File: src/rtl/wb_pkg.sv
// Shared definitions for the writeback stage: load funct3 encodings, FSM states
// and the load legality/alignment rules used when a load is accepted.
package wb_pkg;

   localparam int XLEN = 32;

   localparam logic [2:0] F3_LB  = 3'b000;
   localparam logic [2:0] F3_LH  = 3'b001;
   localparam logic [2:0] F3_LW  = 3'b010;
   localparam logic [2:0] F3_LBU = 3'b100;
   localparam logic [2:0] F3_LHU = 3'b101;

   typedef enum logic {
      IDLE      = 1'b0,
      WAIT_LOAD = 1'b1
   } wb_state_t;

   function automatic logic f3_legal(input logic [2:0] f3);
      logic ok;
      case (f3)
         F3_LB, F3_LH, F3_LW, F3_LBU, F3_LHU: ok = 1'b1;
         default:                             ok = 1'b0;
      endcase
      return ok;
   endfunction

   // Byte loads can never be misaligned; only meaningful for legal encodings.
   function automatic logic f3_misaligned(input logic [2:0] f3, input logic [1:0] off);
      logic mis;
      case (f3)
         F3_LH, F3_LHU: mis = off[0];
         F3_LW:         mis = (off != 2'b00);
         default:       mis = 1'b0;
      endcase
      return mis;
   endfunction

endpackage

File: src/rtl/wb_if.sv
// Bundle of the MEM retire bus, data-memory response, register-file write port
// and load error flags seen by the writeback stage.
interface wb_if;
   import wb_pkg::*;

   logic            mem_valid_i;
   logic            mem_reg_write;
   logic            mem_rd_sel;
   logic [4:0]      mem_rd_addr;
   logic [2:0]      mem_funct3;
   logic [XLEN-1:0] mem_alu_result;
   logic            dm_rvalid;
   logic [XLEN-1:0] dm_rdata;
   logic            stall_o;
   logic            reg_write;
   logic [4:0]      reg_rd_addr;
   logic [XLEN-1:0] reg_rd_data;
   logic            ld_misalign_o;
   logic            ld_illegal_o;
   logic            ld_timeout_o;

   modport master (
      output mem_valid_i, mem_reg_write, mem_rd_sel, mem_rd_addr, mem_funct3,
             mem_alu_result, dm_rvalid, dm_rdata,
      input  stall_o, reg_write, reg_rd_addr, reg_rd_data,
             ld_misalign_o, ld_illegal_o, ld_timeout_o
   );

   modport slave (
      input  mem_valid_i, mem_reg_write, mem_rd_sel, mem_rd_addr, mem_funct3,
             mem_alu_result, dm_rvalid, dm_rdata,
      output stall_o, reg_write, reg_rd_addr, reg_rd_data,
             ld_misalign_o, ld_illegal_o, ld_timeout_o
   );

endinterface

File: src/rtl/wb_load_ext.sv
// Load data alignment: picks the byte/half/word out of a word-aligned read and
// sign- or zero-extends it according to funct3.
module wb_load_ext
   import wb_pkg::*;
(
   input  logic [2:0]      funct3,
   input  logic [1:0]      byte_off,
   input  logic [XLEN-1:0] rdata,
   output logic [XLEN-1:0] ext
);

   logic signed [7:0]  byte_s;
   logic signed [15:0] half_s;

   always_comb begin
      byte_s = rdata[{byte_off, 3'b000} +: 8];
      half_s = byte_off[1] ? rdata[31:16] : rdata[15:0];
      ext    = rdata;
      case (funct3)
         F3_LB:   ext = XLEN'(byte_s);
         F3_LBU:  ext = XLEN'($unsigned(byte_s));
         F3_LH:   ext = XLEN'(half_s);
         F3_LHU:  ext = XLEN'($unsigned(half_s));
         default: ext = rdata;
      endcase
   end

endmodule

File: src/rtl/wb_stage.sv
// Writeback stage: retires ALU results in one cycle, holds MEM while a load is
// outstanding, and writes aligned/extended load data or flags load errors.
module wb_stage
   import wb_pkg::*;
#(
   parameter int DATA_WIDTH   = XLEN,
   parameter int LOAD_TIMEOUT = 16
) (
   input  logic clk,
   input  logic rst,
   wb_if.slave  bus
);

   localparam int CNT_W = (LOAD_TIMEOUT > 2) ? $clog2(LOAD_TIMEOUT) : 1;
   localparam logic [CNT_W-1:0] CNT_LAST = CNT_W'(LOAD_TIMEOUT - 1);

   wb_state_t             state;
   logic                  stall_q;
   logic [CNT_W-1:0]      cnt_p1;
   logic                  ld_we_p1;
   logic [4:0]            ld_rd_p1;
   logic [2:0]            ld_f3_p1;
   logic [1:0]            ld_off_p1;
   logic [XLEN-1:0]       ext_p1;
   logic                  reg_write_q;
   logic [4:0]            reg_rd_addr_q;
   logic [DATA_WIDTH-1:0] reg_rd_data_q;
   logic                  misalign_q;
   logic                  illegal_q;
   logic                  timeout_q;

   // p0: decode of the instruction offered by MEM
   logic accept_p0;
   logic we_p0;
   logic legal_p0;
   logic misalign_p0;
   logic load_start_p0;

   assign accept_p0     = bus.mem_valid_i && !stall_q;
   assign we_p0         = bus.mem_reg_write && (bus.mem_rd_addr != 5'd0);
   assign legal_p0      = f3_legal(bus.mem_funct3);
   assign misalign_p0   = f3_misaligned(bus.mem_funct3, bus.mem_alu_result[1:0]);
   assign load_start_p0 = accept_p0 && bus.mem_rd_sel && legal_p0 && !misalign_p0;

   // p1: outstanding-load context, consumed when the response returns
   always_ff @(posedge clk) begin
      if (load_start_p0) begin
         ld_rd_p1  <= bus.mem_rd_addr;
         ld_f3_p1  <= bus.mem_funct3;
         ld_off_p1 <= bus.mem_alu_result[1:0];
      end
   end

   wb_load_ext u_load_ext (
      .funct3   (ld_f3_p1),
      .byte_off (ld_off_p1),
      .rdata    (bus.dm_rdata),
      .ext      (ext_p1)
   );

   always_ff @(posedge clk or negedge rst) begin
      if (!rst) begin
         state         <= IDLE;
         stall_q       <= 1'b0;
         cnt_p1        <= '0;
         ld_we_p1      <= 1'b0;
         reg_write_q   <= 1'b0;
         reg_rd_addr_q <= '0;
         reg_rd_data_q <= '0;
         misalign_q    <= 1'b0;
         illegal_q     <= 1'b0;
         timeout_q     <= 1'b0;
      end else begin
         reg_write_q <= 1'b0;
         misalign_q  <= 1'b0;
         illegal_q   <= 1'b0;
         timeout_q   <= 1'b0;
         case (state)
            IDLE: begin
               if (accept_p0) begin
                  if (!bus.mem_rd_sel) begin
                     if (we_p0) begin
                        reg_write_q   <= 1'b1;
                        reg_rd_addr_q <= bus.mem_rd_addr;
                        reg_rd_data_q <= bus.mem_alu_result;
                     end
                  end else if (!legal_p0) begin
                     illegal_q <= 1'b1;
                  end else if (misalign_p0) begin
                     misalign_q <= 1'b1;
                  end else begin
                     ld_we_p1 <= we_p0;
                     cnt_p1   <= '0;
                     state    <= WAIT_LOAD;
                     stall_q  <= 1'b1;
                  end
               end
            end
            WAIT_LOAD: begin
               // A response in the last allowed cycle still wins over the timeout.
               if (bus.dm_rvalid) begin
                  if (ld_we_p1) begin
                     reg_write_q   <= 1'b1;
                     reg_rd_addr_q <= ld_rd_p1;
                     reg_rd_data_q <= ext_p1;
                  end
                  state   <= IDLE;
                  stall_q <= 1'b0;
               end else if (cnt_p1 == CNT_LAST) begin
                  timeout_q <= 1'b1;
                  state     <= IDLE;
                  stall_q   <= 1'b0;
               end else begin
                  cnt_p1 <= cnt_p1 + CNT_W'(1);
               end
            end
            default: begin
               state   <= IDLE;
               stall_q <= 1'b0;
            end
         endcase
      end
   end

   assign bus.stall_o       = stall_q;
   assign bus.reg_write     = reg_write_q;
   assign bus.reg_rd_addr   = reg_rd_addr_q;
   assign bus.reg_rd_data   = reg_rd_data_q;
   assign bus.ld_misalign_o = misalign_q;
   assign bus.ld_illegal_o  = illegal_q;
   assign bus.ld_timeout_o  = timeout_q;

endmodule

File: src/flat_wrapper.sv
// flat-port wrapper written by rule: the top's interface ports become plain ports
module wb_stage_flat import wb_pkg::*;
#(
   parameter int DATA_WIDTH   = XLEN,
   parameter int LOAD_TIMEOUT = 16
)
  (clk, rst, bus_mem_valid_i, bus_mem_reg_write, bus_mem_rd_sel, bus_mem_rd_addr, bus_mem_funct3, bus_mem_alu_result, bus_dm_rvalid, bus_dm_rdata, bus_stall_o, bus_reg_write, bus_reg_rd_addr, bus_reg_rd_data, bus_ld_misalign_o, bus_ld_illegal_o, bus_ld_timeout_o);
  wb_if bus_i ();
  input  logic clk;
  input  logic rst;
  input wire logic [$bits(bus_i.mem_valid_i)-1:0] bus_mem_valid_i;
  input wire logic [$bits(bus_i.mem_reg_write)-1:0] bus_mem_reg_write;
  input wire logic [$bits(bus_i.mem_rd_sel)-1:0] bus_mem_rd_sel;
  input wire logic [$bits(bus_i.mem_rd_addr)-1:0] bus_mem_rd_addr;
  input wire logic [$bits(bus_i.mem_funct3)-1:0] bus_mem_funct3;
  input wire logic [$bits(bus_i.mem_alu_result)-1:0] bus_mem_alu_result;
  input wire logic [$bits(bus_i.dm_rvalid)-1:0] bus_dm_rvalid;
  input wire logic [$bits(bus_i.dm_rdata)-1:0] bus_dm_rdata;
  output wire logic [$bits(bus_i.stall_o)-1:0] bus_stall_o;
  output wire logic [$bits(bus_i.reg_write)-1:0] bus_reg_write;
  output wire logic [$bits(bus_i.reg_rd_addr)-1:0] bus_reg_rd_addr;
  output wire logic [$bits(bus_i.reg_rd_data)-1:0] bus_reg_rd_data;
  output wire logic [$bits(bus_i.ld_misalign_o)-1:0] bus_ld_misalign_o;
  output wire logic [$bits(bus_i.ld_illegal_o)-1:0] bus_ld_illegal_o;
  output wire logic [$bits(bus_i.ld_timeout_o)-1:0] bus_ld_timeout_o;
  assign bus_i.mem_valid_i = bus_mem_valid_i;
  assign bus_i.mem_reg_write = bus_mem_reg_write;
  assign bus_i.mem_rd_sel = bus_mem_rd_sel;
  assign bus_i.mem_rd_addr = bus_mem_rd_addr;
  assign bus_i.mem_funct3 = bus_mem_funct3;
  assign bus_i.mem_alu_result = bus_mem_alu_result;
  assign bus_i.dm_rvalid = bus_dm_rvalid;
  assign bus_i.dm_rdata = bus_dm_rdata;
  assign bus_stall_o = bus_i.stall_o;
  assign bus_reg_write = bus_i.reg_write;
  assign bus_reg_rd_addr = bus_i.reg_rd_addr;
  assign bus_reg_rd_data = bus_i.reg_rd_data;
  assign bus_ld_misalign_o = bus_i.ld_misalign_o;
  assign bus_ld_illegal_o = bus_i.ld_illegal_o;
  assign bus_ld_timeout_o = bus_i.ld_timeout_o;
  wb_stage #(.DATA_WIDTH(DATA_WIDTH), .LOAD_TIMEOUT(LOAD_TIMEOUT)) u_core (.clk(clk), .rst(rst), .bus(bus_i));
endmodule
File: config.mk
export PLATFORM = sky130hd
export DESIGN_NAME = wb_stage_flat
export DESIGN_NICKNAME = d
export VERILOG_FILES = /design/src/rtl/wb_pkg.sv /design/src/rtl/wb_if.sv /design/src/rtl/wb_load_ext.sv /design/src/rtl/wb_stage.sv /design/src/flat_wrapper.sv
export SDC_FILE = /design/constraint.sdc
export NUM_CORES = 1
export LEC_CHECK = 0
export ABC_CLOCK_PERIOD_IN_PS = 1900
export BUFFER_PORTS_ARGS = -buffer_cell sky130_fd_sc_hd__buf_2
export CORE_UTILIZATION = 41
export CTS_CLUSTER_DIAMETER = 200
export DETAILED_ROUTE_END_ITERATION = 12
export GPL_TIMING_DRIVEN = 1
export PLACE_DENSITY = 0.7
export SYNTH_ARGS = -nofsm -noshare
export SYNTH_HDL_FRONTEND = slang
export SYNTH_HIERARCHICAL = 1
export SYNTH_SLANG_ARGS = --single-unit
File: constraint.sdc
create_clock -name clk -period 1.9 [get_ports clk]
set_input_delay 0.19 -clock clk [delete_from_list [all_inputs] [get_ports clk]]
set_output_delay 0.19 -clock clk [all_outputs]
set_load 0.02 [all_outputs]
==> results of run 1 <==
kinds of logic (layout without fill, tap and decap cells):
family	Yosys count	in the layout	synth area share (%)
buf+inv	22	164	3.96
simple gates	54	54	8.37
mux	86	86	29.0
compound gates	60	60	16.1
flops	58	58	42.0
fa+ha+maj	1	1	0.350
xor+xnor	1	1	0.245
repair_timing:
| action | CTS | global route |
|---|---|---|
| endpoints found under the hold margin | 17 | 0 |
| pin swaps | 0 | 1 |
| endpoints found under the setup margin | 31 | 33 |
| gates resized for setup | 5 | 10 |
| gates cloned | 0 | 0 |
| hold buffers | 1 | 0 |
| setup buffers | 3 | 1 |
synth_stat cells (3+ instances only):
library cell / instances
nor2_1: 9
a221o_1: 6
and3_1: 3
clkbuf_1: 8
nor3b_1: 3
edfxtp_1: 10
nand3_1: 4
o21ai_0: 5
a21oi_1: 11
nand2_1: 11
o221ai_1: 5
mux2i_1: 7
a2bb2oi_1: 6
mux2_2: 59
buf_6: 6
nor2b_1: 13
mux2_4: 20
o21a_1: 4
buf_4: 3
dfrtp_1: 48
a2bb2oi_2: 14
final cells by class:
cell class	instances	area, um^2	share of cell area, %
tap	105	131	2.81
clock inverter	6	81.3	1.74
inverter	2	7.51	0.161
sequential	58	1500	32.2
multi-input combinational	202	1990	42.7
timing repair buffer	146	826	17.7
clock buffer	10	128	2.73
state kept, by name (all words and copies together) (netlist names):
name                      cells
u_core/bus.reg_rd_data       32
u_core/bus.reg_rd_addr        5
u_core/ld_rd_p1               5
u_core/cnt_p1                 4
u_core/ld_f3_p1               3
u_core/ld_off_p1              2
u_core/bus.ld_illegal_o       1
u_core/bus.ld_misalign_o      1
u_core/bus.ld_timeout_o       1
u_core/bus.reg_write          1
u_core/bus.stall_o            1
u_core/ld_we_p1               1
u_core/state                  1
power by group:
part | internal [mW] | total, mW | switching, mW | leakage (nW)
clock | 0.730 | 1.25 | 0.521 | 0.105
sequential | 1.73 | 1.98 | 0.251 | 0.680
combinational | 1.08 | 2.22 | 1.15 | 1.37
through the flow:
stage | TNS [ns] | hold slack (ns)
floorplan | 0 | -0.106
global placement | -1.32 | 0.158
detailed placement | -2.59 | 0.166
CTS | -2.53 | 0.0414
global route | -5.19 | 0.0408
finish | -3.50 | 0.0586
routing by layer:
layer | global-route usage [%] | share of wire (%)
met1 | 28.0 | 44
met2 | 34.8 | 46
met3 | 6.78 | 8.8
met4 | 5.05 | 1.1
met5 | 0 | 0
worst max path at each step:
stage,from,to,slack (ns),depth (start not counted)
CTS,u_core/ld_off_p1[0],u_core/bus.reg_rd_data[9],-0.13,6
floorplan,u_core/ld_off_p1[0],u_core/bus.reg_rd_data[10],0.007,6
detailed placement,u_core/ld_off_p1[1],u_core/bus.reg_rd_data[5],-0.14,6
global route,u_core/ld_off_p1[0],u_core/bus.reg_rd_data[13],-0.22,6
global placement,u_core/ld_off_p1[0],u_core/bus.reg_rd_data[3],-0.09,5
finish,u_core/ld_off_p1[0],u_core/bus.reg_rd_data[3],-0.17,5
==> impl_metrics.tcl, run 1 <==
set metrics [dict create \
    dp_hpwl_mm 7.10 \
    antennaDiodeCount 0 \
    antenna_found_initial 0 \
    holdPathStages 1 \
    async_flop_share_pct 82.8 \
    syn-num-nets 361 \
    vias_per_cell 5.43 \
    most-common-layout-cells "119 x buf_2, 49 x mux2_2, 47 x dfrtp_1" \
    layout_commonest_cell "buf_2" \
    place_inst 508 \
    seq_area_frac_synth_pct 42.0 \
    avgRoutedWirePerCell_um 18.4 \
    clock_sinks 58 \
    syn_to_final_growth_pct 30.7 \
    grt_setup_unrepaired "yes" \
    p_per_area_nw_per_um2 1170 \
    synthFlopType "dfrtp_1" \
    die_h_um 95.3 \
    failed_checks "setup timing" \
    cp_cell_sequence "mux2_4 > a22o_1 > a221o_1 > mux2_4 > mux2_4" \
    slew_violations 0 \
    port-buffer-count 119 \
    relSlewSlack_pct 69.0 \
    fp.dieW_um 95.3 \
    cpMaxStageDelayCell "edfxtp_1" \
    pre_cts_ws_ns -0.135 \
    cp-end-kind "flip-flop" \
    drc_errors 0 \
    crit_top_cell "mux2_4" \
    fmaxAchievable_ghz 0.483 \
    antenna_left 0 \
    drive_above_1_share_pct 61.8 \
    grt_pass1_vias 2792 \
    fp-row-count 33 \
    worstSetupPathType "flip-flop to flip-flop" \
    synth_edf_count 10 \
    ys_warn_count 6 \
    fill_cells 713 \
    core_um2 8340 \
    clockBufferDepth 2 \
    crit_required_ns 2.12 \
    rr_startpoint "u_core/ld_off_p1[0]" \
    netlist_instances 282 \
    yosys_register_bits 58 \
    post-route-util_pct 56.0 \
    placed_area_um2 4360 \
    peakVddDrop_mv 0.813 \
    crit_arrival_ns 2.29 \
    worst_pin_slew_ns 0.465 \
    worstSkewPairLatency_ns 0.34 \
    fin_worst_skew_ns 0.00969 \
    reg2reg_slack_ns -0.17 \
    cp-start-kind "flip-flop" \
    die_area_um2 9090 \
    worstReg2RegEnd "u_core/bus.reg_rd_data[3]" \
    grt.total_usage_pct 21.5 \
    hold_end "u_core/ld_rd_p1[1]" \
    hold_path.class "primary input to flip-flop" \
    fin_area_um2 4670 \
    globalplace.congestion 0.884 \
    min_period_over_period_pct 109 \
    drt-pass1-iter-count 4 \
    synth_top_area_share_pct 33.6 \
    outcome "finished, violations left" \
    power_mw 5.45 \
    period_needed_ns 2.07 \
    stdcell_count 529 \
    grt_max_degree 39 \
    leakagePower_nw 2.16 \
    cp_max_fo 6 \
    cts_buffers 9 \
    reg2reg_depth 5 \
    avgSynthCellArea_um2 12.7 \
    final_nets 498 \
    vias 2871 \
    cts-root-buf "clkbuf_8" \
    final-setup-viol-count 30 \
    finalHoldViolations 0 \
    synth.distinct_cells 42 \
    routed_wl_mm 9.75 \
    hold_start "bus_mem_rd_addr[1]" \
    io_pins 120 \
    synth_area_um2 3570 \
    drtIter0Drc 135 \
    critical-path-max-stage-delay_ns 0.53 \
    cts_tree "built" \
    layout_setup_ws_ns -0.171 \
    synth_top_cell_by_area "dfrtp_1" \
    cap_violations 0 \
    path_delay_family "multiplexers" \
    htree_levels 3 \
    clk_pin_slew_ns 0.07 \
    grt-ovfl-total 0 \
    path_buf_inv 0 \
    floorplan.initialDensity_pct 42.8 \
    grt_first_pass_wirelength_mm 14.6 \
    synth_area_leaders "dfrtp_1 34%, mux2_2 19%, edfxtp_1 8.4%" \
]
Note: power is estimated with default switching activity, not from simulation.
==> inputs of run 2 (changes only) <==
- ABC_CLOCK_PERIOD_IN_PS: 1900 -> 1700
- clock period: 1.9 -> 1.7 ns (I/O delays scaled with it)
==> run 2 against run 1 <==
The flow still finishes with violations (setup timing). Hold slack got worse by 0.042 ns. Combinational power increased by 25%. Cell area increased by 14%. Total power increased by 21%. Highest routed layer unchanged.
==> impl_metrics.tcl, run 2 (synthesis gave the netlist of run 1 again) <==
set metrics [dict create \
    syn_to_final_growth_pct 49.6 \
    drc_errors 0 \
    htree_levels 3 \
    outcome "finished, violations left" \
    final-setup-viol-count 32 \
    cp-end-kind "flip-flop" \
    grt.total_usage_pct 22.8 \
    peakVddDrop_mv 0.606 \
    core_um2 8340 \
    grt-ovfl-total 0 \
    placed_area_um2 4710 \
    antenna_found_initial 1 \
    io_pins 120 \
    vias_per_cell 5.33 \
    drt-pass1-iter-count 5 \
    cts-root-buf "clkbuf_8" \
    grt_first_pass_wirelength_mm 15.3 \
    worstSetupPathType "flip-flop to flip-flop" \
    slew_violations 0 \
    clock_sinks 58 \
    min_period_over_period_pct 120 \
    clk_pin_slew_ns 0.08 \
    relSlewSlack_pct 76.9 \
    grt_setup_unrepaired "yes" \
    cts_buffers 9 \
    hold_path.class "primary input to flip-flop" \
    cp-start-kind "flip-flop" \
    port-buffer-count 119 \
    grt_pass1_vias 2933 \
    cts_tree "built" \
    drive_above_1_share_pct 69.4 \
    leakagePower_nw 2.50 \
    cap_violations 0 \
    p_per_area_nw_per_um2 1240 \
    post-route-util_pct 64.1 \
    fill_cells 645 \
    fp.dieW_um 95.3 \
    grt_max_degree 49 \
    drtIter0Drc 141 \
    largest_reg_flops 32 \
    globalplace.congestion 0.862 \
    final_nets 525 \
    avgRoutedWirePerCell_um 18.6 \
    die_area_um2 9090 \
    crit_arrival_ns 2.28 \
    cp_max_fo 4 \
    die_h_um 95.3 \
    most-common-layout-cells "119 x buf_2, 58 x mux2_4, 47 x dfrtp_1" \
    crit_required_ns 1.93 \
    antenna_left 0 \
    fmaxAchievable_ghz 0.488 \
    layout_setup_ws_ns -0.347 \
    routed_wl_mm 10.3 \
    fin_area_um2 5340 \
    period_needed_ns 2.05 \
    dp_hpwl_mm 7.30 \
    power_mw 6.61 \
    fin_worst_skew_ns 0.00874 \
    floorplan.initialDensity_pct 42.8 \
    vias 2971 \
    finalSetupTns_ns -9.25 \
    worstSkewPairLatency_ns 0.35 \
    fp-row-count 33 \
    pre_cts_ws_ns -0.336 \
    finalHoldViolations 0 \
    clockBufferDepth 2 \
    layout_commonest_cell "buf_2" \
    worst_pin_slew_ns 0.344 \
    failed_checks "setup timing" \
]
[run 2: cell types whose count changed in the layout (fill, tap and decap cells not counted), sizes merged]
cell,previous run,this run
inv,1,3
bufinv,2,3
clkinv,5,3
buf,145,170
diode,0,1
clkbuf,10,11
[run 2: where the power goes]
group | leakage [nW] | switching [mW] | internal (mW) | total [mW]
Sequential | 0.680 | 0.290 | 1.93 | 2.22
Combinational | 1.69 | 1.35 | 1.42 | 2.77
Clock | 0.124 | 0.638 | 0.986 | 1.62
Total | 2.50 | 2.28 | 4.33 | 6.61
[run 2: through the flow]
stage	hold slack [ns]	cells
6_report	0.0170	557
5_1_grt	0.00427	557
4_1_cts	0.00288	551
3_5_place_dp	0.183	529
3_3_place_gp	0.181	529
2_1_floorplan	-0.126	282
[run 2: critical path: stages (launching register included)]
cell	delay [ns]
edfxtp_1	0.44
buf_4	0.14
mux2_2	0.32
a22o_1	0.23
a221o_1	0.30
mux2_2	0.26
mux2_2	0.26
[run 2: what timing repair did]
action / in CTS / in global routing
hold buffers: 1 / 0
endpoints found under the setup margin: 37 / 32
resized for setup: 21 / 30
pin swaps: 4 / 18
gates cloned: 0 / 2
buffers inserted: 5 / 4
endpoints found under the hold margin: 48 / 0
[run 2: final timing paths]
check,startpoint,end,slack [ns],cells past startpoint
min,bus_mem_rd_addr[2],u_core/ld_rd_p1[2],0.02,1
max reg2reg,u_core/ld_off_p1[0],u_core/bus.reg_rd_data[3],-0.35,6
min reg2reg,u_core/bus.reg_rd_data[5],u_core/bus.reg_rd_data[5],0.51,1
max in group asynchronous,rst,u_core/state,1.11,3
max,u_core/ld_off_p1[0],u_core/bus.reg_rd_data[3],-0.35,6
min in group asynchronous,rst,u_core/bus.reg_rd_data[30],0.34,3
[run 2: final cells by class]
type | instances | area, um^2 | area share, %
multi-input cells | 202 | 2300 | 43.0
flip-flops and latches | 58 | 1500 | 28.1
repair buffers | 173 | 1150 | 21.6
well taps | 105 | 131 | 2.46
clock inverters | 7 | 125 | 2.34
clock buffers | 9 | 124 | 2.32
inverters | 2 | 10.0 | 0.187
diodes | 1 | 2.50 | 0.0468
[run 2: per-layer routing]
metal  share of wire (%)  global-route usage, %  routed length [um]  up-vias
li1                    -                      -                   -     1401
met1                  44                   29.9                4500     1464
met2                  50                   36.9                5120       90
met3                 4.6                   4.63                 480       16
met4                 2.3                   8.96                 241        0
met5                   0                      0                   0        -
